--- config.mk ---
export PLATFORM = sky130hd
export DESIGN_NAME = regfile_wb_queue
export DESIGN_NICKNAME = d
export VERILOG_FILES = /design/src/rtl/regfile_wb_queue.sv
export SDC_FILE = /design/constraint.sdc
export NUM_CORES = 1
export LEC_CHECK = 0
export ABC_AREA = 1
export ABC_CLOCK_PERIOD_IN_PS = 1900
export CORE_ASPECT_RATIO = 0.5
export CORE_MARGIN = 2
export CORE_UTILIZATION = 50
export CTS_CLUSTER_DIAMETER = 30
export DETAILED_ROUTE_END_ITERATION = 12
export PLACE_DENSITY = 0.76
export SYNTH_ARGS = -nofsm -noshare
export SYNTH_HDL_FRONTEND = slang
export SYNTH_SLANG_ARGS = --single-unit
--- constraint.sdc ---
create_clock -name clka -period 1.9 [get_ports clka]
set_input_delay 0.285 -clock clka [delete_from_list [all_inputs] [get_ports clka]]
set_output_delay 0.285 -clock clka [all_outputs]
set_load 0.02 [all_outputs]
--- src/rtl/regfile_wb_queue.sv ---
`default_nettype none
// ============================================================================
// Module   : regfile_wb_queue
// Brief    : In-order writeback FIFO feeding the register-file write port, with
//            PC-latch drain suspension and a per-register pending mask.
//            Optional tail coalescing is enabled by defining WB_COALESCE_EN.
// Revision : 1.0 - initial release
// ============================================================================
module regfile_wb_queue #(
    parameter int DEPTH  = 4,
    parameter int DATA_W = 8,
    parameter int ADDR_W = 3
) (
    input  logic                     clka,
    input  logic                     reset_n_in,
    input  logic                     wb_valid_in,
    input  logic [ADDR_W-1:0]        wb_rd_in,
    input  logic [DATA_W-1:0]        wb_data_in,
    output logic                     wb_ready_out,
    input  logic                     pc_latch_in,
    output logic                     we_reg_out,
    output logic [ADDR_W-1:0]        rd_out,
    output logic [DATA_W-1:0]        data_out,
    output logic [(2**ADDR_W)-1:0]   pending_out,
    output logic [$clog2(DEPTH):0]   count_out,
    output logic                     overflow_out
);

    localparam int c_PTR_W = $clog2(DEPTH);
    localparam int c_CNT_W = c_PTR_W + 1;

    typedef enum logic [1:0] {
        ST_EMPTY  = 2'd0,
        ST_ACTIVE = 2'd1,
        ST_STALL  = 2'd2
    } state_t;

    state_t               r_state;
    state_t               w_state_next;

    logic [ADDR_W-1:0]    r_mem_rd   [DEPTH];
    logic [DATA_W-1:0]    r_mem_data [DEPTH];
    logic [c_PTR_W-1:0]   r_head;
    logic [c_PTR_W-1:0]   r_tail;
    logic [c_CNT_W-1:0]   r_count;
    logic [c_CNT_W-1:0]   w_count_next;

    logic                 w_full;
    logic                 w_pop;
    logic                 w_push;
    logic                 w_coalesce;
    logic [c_PTR_W-1:0]   w_off;
    logic [(2**ADDR_W)-1:0] w_pending;

    assign w_full = (r_count == c_CNT_W'(DEPTH));
    // The FSM tracks occupancy, so "not EMPTY" is the same as count > 0.
    assign w_pop  = (r_state != ST_EMPTY) && !pc_latch_in;

`ifdef WB_COALESCE_EN
    logic [c_PTR_W-1:0] w_tail_last;
    assign w_tail_last = r_tail - c_PTR_W'(1);
    // With a single entry that is popping this edge, the tail is leaving: allocate instead.
    assign w_coalesce  = wb_valid_in && (r_count != '0) &&
                         (r_mem_rd[w_tail_last] == wb_rd_in) &&
                         !(w_pop && (r_count == c_CNT_W'(1)));
`else
    assign w_coalesce  = 1'b0;
`endif

    assign wb_ready_out = !w_full || w_coalesce;
    assign w_push       = wb_valid_in && wb_ready_out && !w_coalesce;
    assign w_count_next = r_count + c_CNT_W'(w_push) - c_CNT_W'(w_pop);
    assign count_out    = r_count;
    assign pending_out  = w_pending;

    always_comb begin
        w_state_next = r_state;
        if (w_count_next == '0)
            w_state_next = ST_EMPTY;
        else if (pc_latch_in)
            w_state_next = ST_STALL;
        else
            w_state_next = ST_ACTIVE;
    end

    always_comb begin
        w_pending = '0;
        w_off     = '0;
        for (int i = 0; i < DEPTH; i++) begin
            w_off = c_PTR_W'(i) - r_head;
            if (c_CNT_W'(w_off) < r_count)
                w_pending[r_mem_rd[i]] = 1'b1;
        end
        if (we_reg_out)
            w_pending[rd_out] = 1'b1;
    end

    // Storage carries no reset; validity is defined solely by head/count.
    always_ff @(posedge clka) begin
        if (w_push) begin
            r_mem_rd[r_tail]   <= wb_rd_in;
            r_mem_data[r_tail] <= wb_data_in;
        end
`ifdef WB_COALESCE_EN
        if (w_coalesce)
            r_mem_data[w_tail_last] <= wb_data_in;
`endif
    end

    always_ff @(posedge clka or negedge reset_n_in) begin
        if (!reset_n_in) begin
            r_state      <= ST_EMPTY;
            r_head       <= '0;
            r_tail       <= '0;
            r_count      <= '0;
            we_reg_out   <= 1'b0;
            rd_out       <= '0;
            data_out     <= '0;
            overflow_out <= 1'b0;
        end else begin
            r_state    <= w_state_next;
            r_count    <= w_count_next;
            we_reg_out <= w_pop;
            if (w_pop) begin
                rd_out   <= r_mem_rd[r_head];
                data_out <= r_mem_data[r_head];
                r_head   <= r_head + c_PTR_W'(1);
            end
            if (w_push)
                r_tail <= r_tail + c_PTR_W'(1);
            if (wb_valid_in && !wb_ready_out)
                overflow_out <= 1'b1;
        end
    end

endmodule
`default_nettype wire

* Word level (Yosys, flattened, before mapping)
Memories as Yosys holds them, arrays and structs flattened. A register that Yosys moved wholly into a read port is not among the register bits. Cells that the tools add are included.
Cells by class: multiplexer cells 19, reduce and logical (&&, ||, !) cells 14, $lt $le $gt $ge 14, equality and inequality tests 1, add/subtract/negate cells 8, bitwise gates (word level) 4
Operators by type and width (number):
- $mux W8 | 5
- $or A8 B8 Y8 | 4
- $lt A3 B4 Y1 const B | 5
- $demux W1 S3 | 5
- $ge A3 B1 Y1 const B | 5
- $lt A2 B3 Y1 | 4
- $logic_and A1 B1 Y1 | 8
- $mux W1 | 7
- $add A2 B1 Y2 const B | 2
- $logic_not A1 Y1 | 4
- $mux W2 | 2
- $sub A1 B2 Y2 const A | 2
- $sub A2 B2 Y2 const A | 2
- $add A3 B1 Y3 | 1
- $eq A3 B3 Y1 const B | 1
- $logic_not A3 Y1 | 1
- $sub A3 B1 Y3 | 1
- $reduce_bool A2 Y1 | 1
Word-level totals: bits in writable memories 44, bits in registers 11, memories 2
Memories:
- r_mem_data | words 4, bits a word 8, rd ports 1, clocked after Yosys merged registers in 1, write ports 1, line 42 | logic [DATA_W-1:0] r_mem_data [DEPTH];
- r_mem_rd | words 4, bits a word 3, rd ports 5, clocked after Yosys merged registers in 1, write ports 1, line 41 | logic [ADDR_W-1:0] r_mem_rd [DEPTH];

* Depth between registers and ports, before layout
An unclocked memory read counts as a cell.
depth after elaboration 14, depth in mapped cells 12

* Worst setup path before layout
Ideal clock, no wire load.
kind register to register, start register r_count[1], in the netlist count_out[1], end register r_state[0], cell stages (with the launch flop) 12, arrival 2.281 ns, period minus slack after synthesis 2.394 ns, setup time 0.113 ns, required time 1.787 ns, path slack -0.494 ns, path through dfrtp_1 inv_1 nand3_1 nand2_2 ha_1 inv_1 ha_1 fa_1 nor2_1 nand3_1 nand2_1 inv_1
On the way: cells in the longest elaborated chain, start to end 7
RTL lines:
- start, declared | line 45 | logic [c_CNT_W-1:0] r_count;
- start signal, assigned | line 122 | r_count <= w_count_next;
- $eq A3 B3 Y1 | line 55 | assign w_full = (r_count == c_CNT_W'(DEPTH));
- $logic_not A1 Y1 | line 70 | assign wb_ready_out = !w_full || w_coalesce;
- named net wb_ready_out | line 19 | output logic wb_ready_out,
- $logic_and A1 B1 Y1 | line 71 | assign w_push = wb_valid_in && wb_ready_out && !w_coalesce;
- $add A3 B1 Y3 | line 72 | assign w_count_next = r_count + c_CNT_W'(w_push) - c_CNT_W'(w_pop);
- $sub A3 B1 Y3 | line 72
- named net w_count_next[1] | line 46 | logic [c_CNT_W-1:0] w_count_next;
- $logic_not A3 Y1 | line 78 | if (w_count_next == '0)
- $mux W2 | line 78
- named net w_state_next[0] | line 39 | state_t w_state_next;
- end signal, assigned | line 121 | r_state <= w_state_next;
- end, declared | line 38 | state_t r_state;
The timed path passes the listed nets, and every way through them passes these cells. A chain may end at the register's enable or synchronous reset.

* Final worst setup path
start register r_head[1], end output pending_out[2]
On the way: cells in the longest elaborated chain, start to end 11
RTL lines:
- start, declared | line 43 | logic [c_PTR_W-1:0] r_head;
- start signal, assigned | line 127 | r_head <= r_head + c_PTR_W'(1);
- $sub A1 B2 Y2 | line 90 | w_off = c_PTR_W'(i) - r_head;
- $lt A2 B3 Y1 | line 91 | if (c_CNT_W'(w_off) < r_count)
- $mux W8 | line 91
- $or A8 B8 Y8 (no source line)
- $mux W8 | line 91
- $or A8 B8 Y8 (no source line)
- $mux W8 | line 91
- $or A8 B8 Y8 (no source line)
- $mux W8 * | line 91
- $or A8 B8 Y8 (no source line)
- $mux W8 * | line 94 | if (we_reg_out)
- end, declared | line 24 | output logic [(2**ADDR_W)-1:0] pending_out,
Every way passes the cells marked *; elsewhere a longest branch is shown, timed or not.

==> qor.log <==
qor: drt.first_iter_violations 208
qor: drt.drt-vias-per-instance 5.110
qor: sta.worst_clock_skew 0.004840 ns
qor: cells_and_area.final_cell_mix sky130_fd_sc_hd__nand2_1, sky130_fd_sc_hd__edfxtp_1, sky130_fd_sc_hd__buf_4
qor: yosys.synth_sequential_area_ratio 56.93%
qor: critical_path.worst-endpoint-arrival 1.99 ns
qor: cells_and_area.finish.net_count 486
qor: drt.ant_nets 0
qor: critical_path.worst-r2r-setup-slack -0.22 ns
qor: yosys.post_synth_num_cell_types 24
qor: critical_path.critical_setup_path_kind reg -> out
qor: cells_and_area.final_common_cell sky130_fd_sc_hd__nand2_1
qor: critical_path.endpoint_kind output pin
qor: floorplan.floorplan_die_width 118.7 µm
qor: cells_and_area.final_core_util 74.25%
qor: grt.gr-total-overflow 0
qor: sta.max_freq 0.4392 GHz
qor: grt.grt_first_pass_wirelength 13,170 µm
qor: clocking.clk_tree_root_cell sky130_fd_sc_hd__clkbuf_16
qor: sta.hold_viol 0
qor: power_and_ir_drop.ir_drop 0.001197 V
qor: drt.routed-wl-met2 4120 µm
qor: yosys.synth_top_cell_by_area sky130_fd_sc_hd__edfxtp_1
qor: status.failed_checks setup timing
qor: cells_and_area.antennaDiodeCount 0
qor: critical_path.reg2regPathDepth 12
qor: sta.share_of_the_clock_period_used_by_the_worst_path_after_layout 119.8%
qor: placed_design.placed_cells 526
qor: critical_path.critPathLaunchType register
qor: critical_path.worstPathRequired 1.62 ns
qor: grt.antenna_found_initial 0
qor: grt.grt_start_max_net_pins 23
qor: yosys.post_synth.cell_area_avg 8.839 µm²
qor: yosys.ys_async_sr_fraction 33.33%
qor: power_and_ir_drop.power.leakage 0.002080 µW
qor: sta.setup_viol 10
qor: placed_design.gp_congestion 0.8572
qor: floorplan.top_level_ports 40
qor: clocking.tritoncts_clock_tree yes
qor: yosys.syn-cell-area 3288 µm²
qor: clocking.numCtsBuffers 9
qor: clocking.cts.clk_slew.worst_paths 0.05 ns
qor: drt.postRouteWirelength 8440 µm
qor: sta.finalWorstPathRequiredPeriod 2.277 ns
qor: clocking.clk-insertion-delay-late 0.33 ns
qor: yosys.synth_largest_type_area_fraction 40.18%
qor: critical_path.r2r_start count_out[1]
qor: cells_and_area.layout.area.seq 1877 µm²
qor: critical_path.crit_fanout 8
qor: cells_and_area.multi_input_comb_area 1396 µm²
qor: cells_and_area.layout-drive-gt1-share 25.59%
qor: floorplan.starting_utilization_of_the_core_area 52.98%
qor: placed_design.place_hpwl 5786 µm
qor: yosys.yosysWarningCount 0
qor: placed_design.io_buffers 39
qor: drt.topRoutingLayerUsed met4
qor: drt.wl_met3 454 µm
qor: flow_run.max_cap_violations 0
qor: drt.post_drt_wl_per_cell 15.26 µm
qor: drt.drcViolationCount 0
qor: grt.vias_in_the_first_global_route 2,772
qor: sta.layout_setup_ws -0.3769 ns
qor: drt.detail_route.first_pass.iterations 4
qor: sta.relSlewSlack 74.91%
qor: cells_and_area.finish.cell_count_without_fillers 553
qor: yosys.postSynthCellCount 372
qor: sta.finalSetupTns -3.317 ns
qor: grt.global_route.usage.total 24.47%
qor: cells_and_area.area_delta_synth_final 40.14%
qor: yosys.synth_top_flop_cell sky130_fd_sc_hd__edfxtp_1
qor: yosys.number_of_nets_produced_by_synthesis 398
qor: floorplan.core_region_area 6206 µm²
qor: clocking.cts_hold_buf 0
qor: power_and_ir_drop.pwr_per_cell_area 1808 nW/µm²
qor: critical_path.regToRegEndpoint r_state[0]
qor: floorplan.row_count 20
qor: drt.route.vias.total 2,826
qor: clocking.h-tree-depth 3
qor: cells_and_area.number_of_inserted_filler_cells_in_the_final_layout 459
qor: sta.worst_margin_pin_slew 0.3740 ns
qor: floorplan.design.die.area 7280 µm²
qor: yosys.synth-edff-count 44
qor: sta.rsz_0062_raised_after_global_routing true
qor: yosys.synthTopCellsByArea sky130_fd_sc_hd__edfxtp_1, sky130_fd_sc_hd__dfrtp_1, sky130_fd_sc_hd__nand2_1, sky130_fd_sc_hd__inv_1, sky130_fd_sc_hd__nor2_1
qor: sta.finalMaxSlewViolations 0
qor: min_path.hold_class in -> async
qor: drt.wl_met1 3678 µm
qor: yosys.yosys_register_bits 66
qor: clocking.clk_path_buf_depth 2
qor: clocking.tritoncts_num_sinks 66
qor: floorplan.die_y 61.34 µm
qor: status.result_of_the_run finished with violations
kinds of logic after synthesis:
logic type      share of synthesized area (%)
compound gates                          1.408
flops                                   56.93
simple gates                            29.79
buf+inv                                 6.925
fa+ha+maj                               4.414
xor+xnor                               0.5328
flip-flops by register name, summed over array words and instances, names as in the netlist:
signal / count
r_head: 2
we_reg_out: 1
overflow_out: 1
count_out: 3
data_out: 8
r_mem_rd: 12
r_tail: 2
r_mem_data: 32
rd_out: 3
r_state: 2
synth_stat cells (all sizes together) (2+ instances only):
cell type / number
ha: 10
buf: 2
edfxtp: 44
nand2: 136
nor2: 45
a21oi: 4
o21ai: 3
nand3: 21
dfrtp: 22
inv: 49
clkbuf: 2
nor3: 6
nand4: 22
xor2: 2
worst max-delay path, cell delays in order (launching register included):
cell                      delay (ns)
sky130_fd_sc_hd__dfrtp_2        0.44
sky130_fd_sc_hd__nor2_2         0.11
sky130_fd_sc_hd__inv_1          0.06
sky130_fd_sc_hd__nand2_2        0.09
sky130_fd_sc_hd__inv_2          0.05
sky130_fd_sc_hd__ha_4           0.25
sky130_fd_sc_hd__inv_2          0.04
sky130_fd_sc_hd__nor2_4         0.09
sky130_fd_sc_hd__nand2_4        0.10
sky130_fd_sc_hd__nand3_2        0.07
sky130_fd_sc_hd__nand2_1        0.05
sky130_fd_sc_hd__nor2_1         0.10
sky130_fd_sc_hd__nand2_1        0.08
sky130_fd_sc_hd__buf_6          0.13
stage by stage:
stage | power (µW) | cell area, µm² | hold slack, ns | setup WS, ns
floorplan | 4378 | 3339 | -0.01059 | -0.1376
global placement | 5749 | 4033 | 0.4569 | -0.4522
detailed placement | 5869 | 4033 | 0.4646 | -0.4699
CTS | 7797 | 4439 | 0.3319 | -0.3770
global route | 8844 | 4608 | 0.3531 | -0.4775
finish | 8332 | 4608 | 0.3232 | -0.3769
power by group:
part	internal [µW]	leakage, µW	switching, µW
Combinational	1840	0.00127	2480
Sequential	1990	0.000664	321
Clock	1140	0.000150	559
worst max-delay path by stage:
stage / start / slack, ns / depth (start not counted) / endpoint
floorplan: r_state[0] / -0.14 / 11 / r_state[0]
global placement: r_head[0] / -0.45 / 13 / pending_out[2]
detailed placement: r_head[0] / -0.47 / 13 / pending_out[3]
CTS: r_head[1] / -0.38 / 12 / pending_out[2]
global route: r_head[0] / -0.48 / 13 / pending_out[1]
finish: r_head[1] / -0.38 / 13 / pending_out[2]
per-layer routing:
| metal | vias to the layer above | track usage (%) |
|---|---|---|
| met1 | 1340 | 29.67 |
| li1 | 1385 | - |
| met4 | 0 | 11.56 |
| met5 | - | 0 |
| met2 | 84 | 44.66 |
| met3 | 17 | 4.352 |
timing repair:
item,CTS,global route
buffers inserted,7,4
pin swaps,19,24
endpoints found under the setup margin,11,11
resized for setup,53,41
area by class of cell:
cell class / count / area share [%]
clock buffer: 10 / 4.969
inverter: 50 / 4.236
timing repair buffer: 81 / 15.61
tap: 88 / 2.389
multi-input combinational: 252 / 30.30
sequential: 66 / 40.73
clock inverter: 6 / 1.765
Note: power is estimated with default switching activity, not from simulation.
